<file path="src/rtl/rv_lsu.sv">
// rv_lsu: sequential load/store unit between the core memory stage and a
// word-wide data-memory port with a req/ack handshake.
//
// Ports:
//   clk, rst_n                  clock (rising edge), async active-low reset
//   req_valid / req_ready       core request handshake (one request at a time)
//   req_we, req_funct3          store flag and RISC-V funct3 of the access
//   req_addr, req_wdata         byte address, right-aligned store data
//   rsp_valid                   one-cycle response strobe
//   rsp_rdata, rsp_err          extended load data (0 for stores/errors), error flag
//   mem_req / mem_ack           bus request held until acknowledge
//   mem_we, mem_addr, mem_be    bus write flag, word-aligned address, byte enables
//   mem_wdata / mem_rdata       lane-shifted store data / bus read data
module rv_lsu #(
   parameter int unsigned XLEN     = 32,
   parameter int unsigned ADDR_W   = 32,
   parameter int unsigned MAX_WAIT = 15
) (
   input  logic                clk,
   input  logic                rst_n,
   input  logic                req_valid,
   output logic                req_ready,
   input  logic                req_we,
   input  logic [2:0]          req_funct3,
   input  logic [ADDR_W-1:0]   req_addr,
   input  logic [XLEN-1:0]     req_wdata,
   output logic                rsp_valid,
   output logic [XLEN-1:0]     rsp_rdata,
   output logic                rsp_err,
   output logic                mem_req,
   output logic                mem_we,
   output logic [ADDR_W-1:0]   mem_addr,
   output logic [XLEN/8-1:0]   mem_be,
   output logic [XLEN-1:0]     mem_wdata,
   input  logic                mem_ack,
   input  logic [XLEN-1:0]     mem_rdata
);

   localparam int unsigned NB    = XLEN / 8;
   localparam int unsigned OFF_W = $clog2(NB);

   typedef enum logic [1:0] {S_IDLE, S_BUS, S_RESP} state_e;

   state_e             state_q;
   logic               req_ready_q, rsp_valid_q, rsp_err_q;
   logic               mem_req_q, mem_we_q;
   logic [XLEN-1:0]    rsp_rdata_q, mem_wdata_q;
   logic [ADDR_W-1:0]  mem_addr_q;
   logic [NB-1:0]      mem_be_q;
   logic [7:0]         wait_q;
   logic [2:0]         funct3_q;
   logic [OFF_W-1:0]   off_q;

   // Request decode (combinational on the incoming request)
   logic [1:0]         sz;
   logic [OFF_W-1:0]   req_off;
   logic               legal, misal;
   logic [NB-1:0]      size_mask, be_d;
   logic [XLEN-1:0]    wdata_d;
   logic [ADDR_W-1:0]  addr_d;

   always_comb begin
      sz      = req_funct3[1:0];
      req_off = req_addr[OFF_W-1:0];

      if (req_we) begin
         legal = !req_funct3[2] && ((sz != 2'd3) || (XLEN == 64));
      end else begin
         legal = (req_funct3 != 3'b111) &&
                 !((req_funct3 == 3'b011 || req_funct3 == 3'b110) && (XLEN != 64));
      end

      case (sz)
         2'd0:    misal = 1'b0;
         2'd1:    misal = req_addr[0];
         2'd2:    misal = |req_addr[1:0];
         default: misal = |req_addr[2:0];
      endcase

      size_mask = '0;
      for (int unsigned i = 0; i < NB; i++) begin
         if (i < (32'd1 << sz)) size_mask[i] = 1'b1;
      end
      be_d    = req_we ? (size_mask << req_off) : '1;
      wdata_d = req_wdata << {req_off, 3'b000};
      addr_d  = req_addr;
      addr_d[OFF_W-1:0] = '0;
   end

   // Load result: shift the addressed lane down, then extend by funct3
   logic [XLEN-1:0] shifted, load_ext;

   always_comb begin
      shifted = mem_rdata >> {off_q, 3'b000};
      case (funct3_q)
         3'b000:  load_ext = XLEN'($signed(shifted[7:0]));
         3'b001:  load_ext = XLEN'($signed(shifted[15:0]));
         3'b010:  load_ext = XLEN'($signed(shifted[31:0]));
         3'b100:  load_ext = XLEN'(shifted[7:0]);
         3'b101:  load_ext = XLEN'(shifted[15:0]);
         3'b110:  load_ext = XLEN'(shifted[31:0]);
         default: load_ext = shifted;
      endcase
   end

   always_ff @(posedge clk or negedge rst_n) begin
      if (!rst_n) begin
         state_q     <= S_IDLE;
         req_ready_q <= 1'b1;
         rsp_valid_q <= 1'b0;
         rsp_err_q   <= 1'b0;
         rsp_rdata_q <= '0;
         mem_req_q   <= 1'b0;
         mem_we_q    <= 1'b0;
         mem_addr_q  <= '0;
         mem_be_q    <= '0;
         mem_wdata_q <= '0;
         wait_q      <= '0;
         funct3_q    <= '0;
         off_q       <= '0;
      end else begin
         case (state_q)
            S_IDLE: begin
               if (req_valid) begin
                  req_ready_q <= 1'b0;
                  funct3_q    <= req_funct3;
                  off_q       <= req_off;
                  if (!legal || misal) begin
                     state_q     <= S_RESP;
                     rsp_valid_q <= 1'b1;
                     rsp_err_q   <= 1'b1;
                     rsp_rdata_q <= '0;
                  end else begin
                     state_q     <= S_BUS;
                     mem_req_q   <= 1'b1;
                     mem_we_q    <= req_we;
                     mem_addr_q  <= addr_d;
                     mem_be_q    <= be_d;
                     mem_wdata_q <= wdata_d;
                     wait_q      <= '0;
                  end
               end
            end
            S_BUS: begin
               // An ack in the final wait cycle takes priority over the timeout
               if (mem_ack) begin
                  state_q     <= S_RESP;
                  mem_req_q   <= 1'b0;
                  rsp_valid_q <= 1'b1;
                  rsp_err_q   <= 1'b0;
                  rsp_rdata_q <= mem_we_q ? '0 : load_ext;
               end else if (wait_q + 8'd1 == 8'(MAX_WAIT)) begin
                  state_q     <= S_RESP;
                  mem_req_q   <= 1'b0;
                  rsp_valid_q <= 1'b1;
                  rsp_err_q   <= 1'b1;
                  rsp_rdata_q <= '0;
                  wait_q      <= wait_q + 8'd1;
               end else begin
                  wait_q <= wait_q + 8'd1;
               end
            end
            S_RESP: begin
               state_q     <= S_IDLE;
               rsp_valid_q <= 1'b0;
               rsp_err_q   <= 1'b0;
               req_ready_q <= 1'b1;
            end
            default: state_q <= S_IDLE;
         endcase
      end
   end

   assign req_ready = req_ready_q;
   assign rsp_valid = rsp_valid_q;
   assign rsp_err   = rsp_err_q;
   assign rsp_rdata = rsp_rdata_q;
   assign mem_req   = mem_req_q;
   assign mem_we    = mem_we_q;
   assign mem_addr  = mem_addr_q;
   assign mem_be    = mem_be_q;
   assign mem_wdata = mem_wdata_q;

endmodule
</file>
<file path="config.mk">
export PLATFORM = sky130hd
export DESIGN_NAME = rv_lsu
export DESIGN_NICKNAME = d
export VERILOG_FILES = /design/src/rtl/rv_lsu.sv
export SDC_FILE = /design/constraint.sdc
export NUM_CORES = 1
export LEC_CHECK = 0
export ABC_CLOCK_PERIOD_IN_PS = 3200
export CAP_MARGIN = 20
export CELL_PAD_IN_SITES_DETAIL_PLACEMENT = 1
export CELL_PAD_IN_SITES_GLOBAL_PLACEMENT = 1
export CORE_MARGIN = 2
export CORE_UTILIZATION = 36
export DETAILED_ROUTE_END_ITERATION = 8
export PLACE_DENSITY_LB_ADDON = 0.2
export SYNTH_ARGS = -nofsm -noshare
export SYNTH_HDL_FRONTEND = slang
export SYNTH_SLANG_ARGS = --single-unit
</file>
<file path="constraint.sdc">
create_clock -name clk -period 3.2 [get_ports clk]
set_input_delay 0.64 -clock clk [delete_from_list [all_inputs] [get_ports clk]]
set_output_delay 0.64 -clock clk [all_outputs]
set_load 0.005 [all_outputs]
</file>
# [Word-level counts from Yosys, hierarchy flattened]
# Cells that the tools add are included.
[word_totals] reg_bits=118 input_bits=104 output_inout_bits=105 wordCells=100
[op_classes] addsub=1 order_cmp=4 eq_ne=17 shift=4 muxes=37 bitwise=1 reduce_logical=23
[ops] op="32-bit two-way mux" count=5
[ops] op="32-bit case mux with 4 select lines" count=1
[ops] op="1-bit by 32-bit less-than comparator with 1-bit output (first input constant)" count=2
[ops] op="2-bit by 32-bit less-than comparator with 1-bit output (first input constant)" count=2
[ops] op="32-bit case mux with 2 select lines" count=1
[ops] op="1-bit by 2-bit << shifter with 32-bit output (first input constant)" count=1
[ops] op="32-bit by 5-bit << shifter with 32-bit output" count=1
[ops] op="32-bit by 5-bit right shift with 32-bit output" count=1
[ops] op="8-bit two-way mux" count=3
[ops] op="8-bit case mux with 2 select lines" count=1
[ops] op="4-bit AND reduction" count=4
[ops] op="1-bit two-way mux" count=15
[ops] op="2-bit inequality test (second input constant)" count=5
[ops] op="3-bit == test (second input constant)" count=3
[ops] op="1-bit case mux with 3 select lines" count=3
[ops] op="8-bit by 1-bit adder with 8-bit output (second input constant)" count=1
[ops] op="8-bit by 4-bit == test with 1-bit output (second input constant)" count=1
[ops] op="2-bit two-way mux" count=4
[ops] op="3-bit inequality test (second input constant)" count=2
[ops] op="2-bit AND reduction" count=3
[ops] op="2-bit by 1-bit == test with 1-bit output (second input constant)" count=2
[ops] op="2-bit == test (second input constant)" count=2
[ops] op="2-bit logical NOT" count=2
[ops] op="4-bit two-way mux" count=1
[ops] op="other kinds (15)" count=21

# [Longest topological paths before layout]
[depth] word_depth=10 depth_mapped=8 mapped_depth_nobuf=7

# [Worst setup path after synthesis]
# Ideal clock, no wire load.
[synth_timing] kind="input port to flip-flop" start="input req_funct3[2]" end="register rsp_rdata_q[16], in the netlist rsp_rdata[16]" setup_ns=0.066 arrival_ns=2.015 required_time_ns=3.134 path_slack_ns=1.119 cell_stages=6 path_buffers=1 path_cell_list="or4_4 -> and3_1 -> or2_1 -> o31ai_4 -> buf_6 -> a221o_1"
[synth_between] elab_chain_cells=9 word_cells_on_any_way=13 classes_between="4 x eq/ne; 1 x mux; 8 x reduce/logical"
[synth_lines] element="start: declaration" line="24" rtl="input logic [2:0] req_funct3,"
[synth_lines] element="3-bit by 2-bit == test with 1-bit output or 3-bit == test (tied branches)" line="70" rtl="!((req_funct3 == 3'b011 || req_funct3 == 3'b110) && (XLEN != 64));"
[synth_lines] element="1-bit logical OR" line="70"
[synth_lines] element="1-bit logical NOT" line="70"
[synth_lines] element="1-bit logical AND" line="69" rtl="legal = (req_funct3 != 3'b111) &&"
[synth_lines] element="1-bit two-way mux (*)" line="66" rtl="if (req_we) begin"
[synth_lines] element="1-bit logical NOT (*)" line="128" rtl="if (!legal || misal) begin"
[synth_lines] element="1-bit logical OR (*)" line="128"
[synth_lines] element="2-bit inequality test (no source line) (*)"
[synth_lines] element="4-bit AND reduction (no source line) (*)"
[synth_lines] element="end signal: assignment" line="151" rtl="rsp_rdata_q <= mem_we_q ? '0 : load_ext;"
[synth_lines] element="end: declaration" line="47" rtl="logic [XLEN-1:0] rsp_rdata_q, mem_wdata_q;"
# Every way passes the cells marked *; elsewhere a longest branch is shown, timed or not.
# A chain may end at the register's enable or synchronous reset.

# [Worst setup path in the final report]
[layout_timing] start="input req_funct3[2]" end="register rsp_rdata_q[0], in the netlist rsp_rdata[0]"
# Same word-level chain as after synthesis.

==> metrics.md <==
| Metric | Value |
|---|---|
| Ys flop type | `dfrtp_1` |
| Final wirelength | `19100 µm` |
| Worst-Skew Late Latency | `410 ps` |
| Syn Area/Cell | `9.96 µm²` |
| Final Max Slew Viols | `0` |
| Clk slew on worst S/H paths | `50 ps` |
| Worst Setup End Kind | `register` |
| Leakage | `3.86 nW` |
| Vias | `5155` |
| #FFs+latches synth | `118` |
| Setup TNS | `0 ps` |
| Nets | `884` |
| Initial Util | `37.1%` |
| WP buf/inv | `2` |
| CTS max path bufs | `2` |
| Worst slew pin tran | `1130 ps` |
| Vias per inst | `5.15` |
| Clock tree sinks | `118` |
| Placer Congestion | `0.834` |
| Post-cts resize count | `0` |
| Die width | `130 µm` |
| VDD IR max | `0.000441 V` |
| Post-CTS Setup Inserts | `0` |
| DRC | `0` |
| Dpl cells | `970` |
| Unrepaired setup endpoints after global routing | `false` |
| Layout cells sized above 1 | `11.1%` |
| Ports | `209` |
| DP HPWL | `13600 µm` |
| Power density over the cells | `722 mW/mm²` |
| Top delay family on crit path | `compound AO/OA/AOI/OAI gates` |
| Total GRT Usage | `23.4%` |
| Max frequency | `0.346 GHz` |
| Tmin final | `2890 ps` |
| Most frequent cells in the layout | `clkdlybuf4s50_1 (205), nand2_1 (154), dfrtp_1 (117)` |
| Outcome | `finished clean` |
| Final core occ | `56.2%` |
| Number of global-route vias before repair | `5683` |
| CTS tree | `yes` |
| Filler cell count | `1696` |
| Area grow syn2layout | `51.5%` |
| Die Span Y | `130 µm` |
| Final ANT Viol Nets | `0` |
| Largest net degree at the start of global routing | `72` |
| Final setup vio count | `0` |
| Sequential share of the synthesized area | `52.0%` |
| Worst hold path type | `primary input to asynchronous set/reset pin` |
| Critical path's slowest cell | `o31ai_4` |
| Core area | `0.0153 mm²` |
| Post-CTS Hold Buffers | `0` |
| Critical path fanouts, max | `26` |
| CTS Root Cell | `clkbuf_16` |
| Post-synth EDFFs | `0` |
| First-pass GRT wire length | `30300 µm` |
| Final hold vios | `0` |
| Max-Cap Viols | `0` |
| Ys Warns | `0` |
| Slew Limit Headroom | `24.9%` |
| Post-synth cell types | `53` |
| # diodes | `0` |
| H-tree Lvls | `4` |
| CP cell instances | `clkdlybuf4s50_1 > or4_4 > and3_1 > o31ai_4 > buf_4 > a22o_1` |
| Number of detailed-route iterations in the first pass | `4` |
| Req. time, crit path | `3540 ps` |
| Num CTS Buffers | `17` |
| Critical Path Max Stage Delay | `890 ps` |
| WP data arrival | `3230 ps` |
| # rows | `45` |
| Wire per inst | `19.1 µm` |
| Critical path type | `primary input to register` |
| Commonest non-fill, non-tap cell in the layout | `clkdlybuf4s50_1` |
| Die Area | `0.0168 mm²` |
| FFs w/ async S/R, synth | `100%` |
| Skew final | `7.85 ps` |
| Total grt overflow | `0` |
| IO buf count | `206` |
| Part of the cycle the worst path needs | `90.2%` |
| DRC marker count from the first detailed-route iteration | `202` |
| Mapped Area | `0.00568 mm²` |
| Synth Instances | `570` |
| Initial antenna violation count | `1` |
| Element type at the critical path start | `primary input` |
| Non-filler cells in the finished layout | `1001` |
## per-stage QoR
step | hold slack, ps | area, µm² | total power, mW | setup slack, ps
2_1_floorplan | 344 | 5680 | 3.02 | 1120
4_1_cts | 274 | 8600 | 6.29 | 335
3_5_place_dp | 468 | 8000 | 4.29 | -44.2
6_report | 265 | 8600 | 6.21 | 312
3_3_place_gp | 455 | 8000 | 4.21 | 1.32
5_1_grt | 301 | 8600 | 6.58 | 281
## cell usage after synthesis (all sizes together) (6+ instances only)
cell type  count  area share [%]
o31ai         12             1.8
nand2        155              10
dfrtp        117              52
mux2          21             4.2
nor2b          6            0.66
o211ai         9             1.2
a22o          15             2.3
a21oi         26             2.3
nor2          29             1.9
nand3         13             1.1
o21ai         29             2.6
clkbuf        17             1.1
mux2i         31             5.5
a221o         17             3.0
buf           22             2.6
inv            6            0.40
## cell type report
class / count / area (µm²) / share of cell area [%]
sequential: 118 / 2950 / 34.3
multi-input combinational: 408 / 2510 / 29.2
timing repair buffer: 227 / 2250 / 26.2
clock buffer: 21 / 470 / 5.47
tap: 211 / 264 / 3.07
clock inverter: 10 / 128 / 1.48
inverter: 6 / 22.5 / 0.262
## report_power, final
part	internal (mW)	switching, mW	total, mW	leakage (nW)
Clock	1.27	0.668	1.94	0.298
Combinational	1.19	0.837	2.03	2.05
Sequential	1.93	0.316	2.24	1.51
Total	4.39	1.82	6.21	3.86
## flip-flops by register name (all words and copies together) (netlist names)
signal	count
funct3_q	3
mem_addr	30
wait_q	8
mem_we	1
mem_req	1
mem_be	4
rsp_rdata	32
state_q	2
rsp_valid	1
off_q	2
mem_wdata	32
rsp_err	1
req_ready	1
## routing by layer
layer	global-route usage, %	up-vias	routed length, µm
met2	39.5	168	9520
met3	9.58	22	1620
met5	0	-	13
met4	5.76	2	226
li1	-	2416	-
met1	28.0	2547	7760
## path summary, 6_finish.rpt
check,slack [ps],cells after the start,from,endpoint
worst max-delay path,310,6,req_funct3[2],rsp_rdata[0]
worst max register to register,670,7,wait_q[0],rsp_rdata[0]
max in group asynchronous,2110,2,rst_n,mem_wdata[17]
worst min-delay path,260,1,rst_n,mem_addr[12]
worst min register to register,470,2,mem_wdata[1],mem_wdata[1]
min in group clk,470,2,mem_wdata[1],mem_wdata[1]
## cell families after synthesis
kind of cell             count (synthesis)  share of synthesized area [%]
AO/OA/AOI/OAI                          126                           16.1
XOR/XNOR                                 1                          0.154
adder cells (fa/ha/maj)                  2                          0.441
buffers and inverters                   45                           4.12
flip-flops                             118                           52.0
multiplexers                            53                           10.0
other                                    1                         0.0660
AND/OR/NAND/NOR                        224                           17.1
Note: power is estimated with default switching activity, not from simulation.
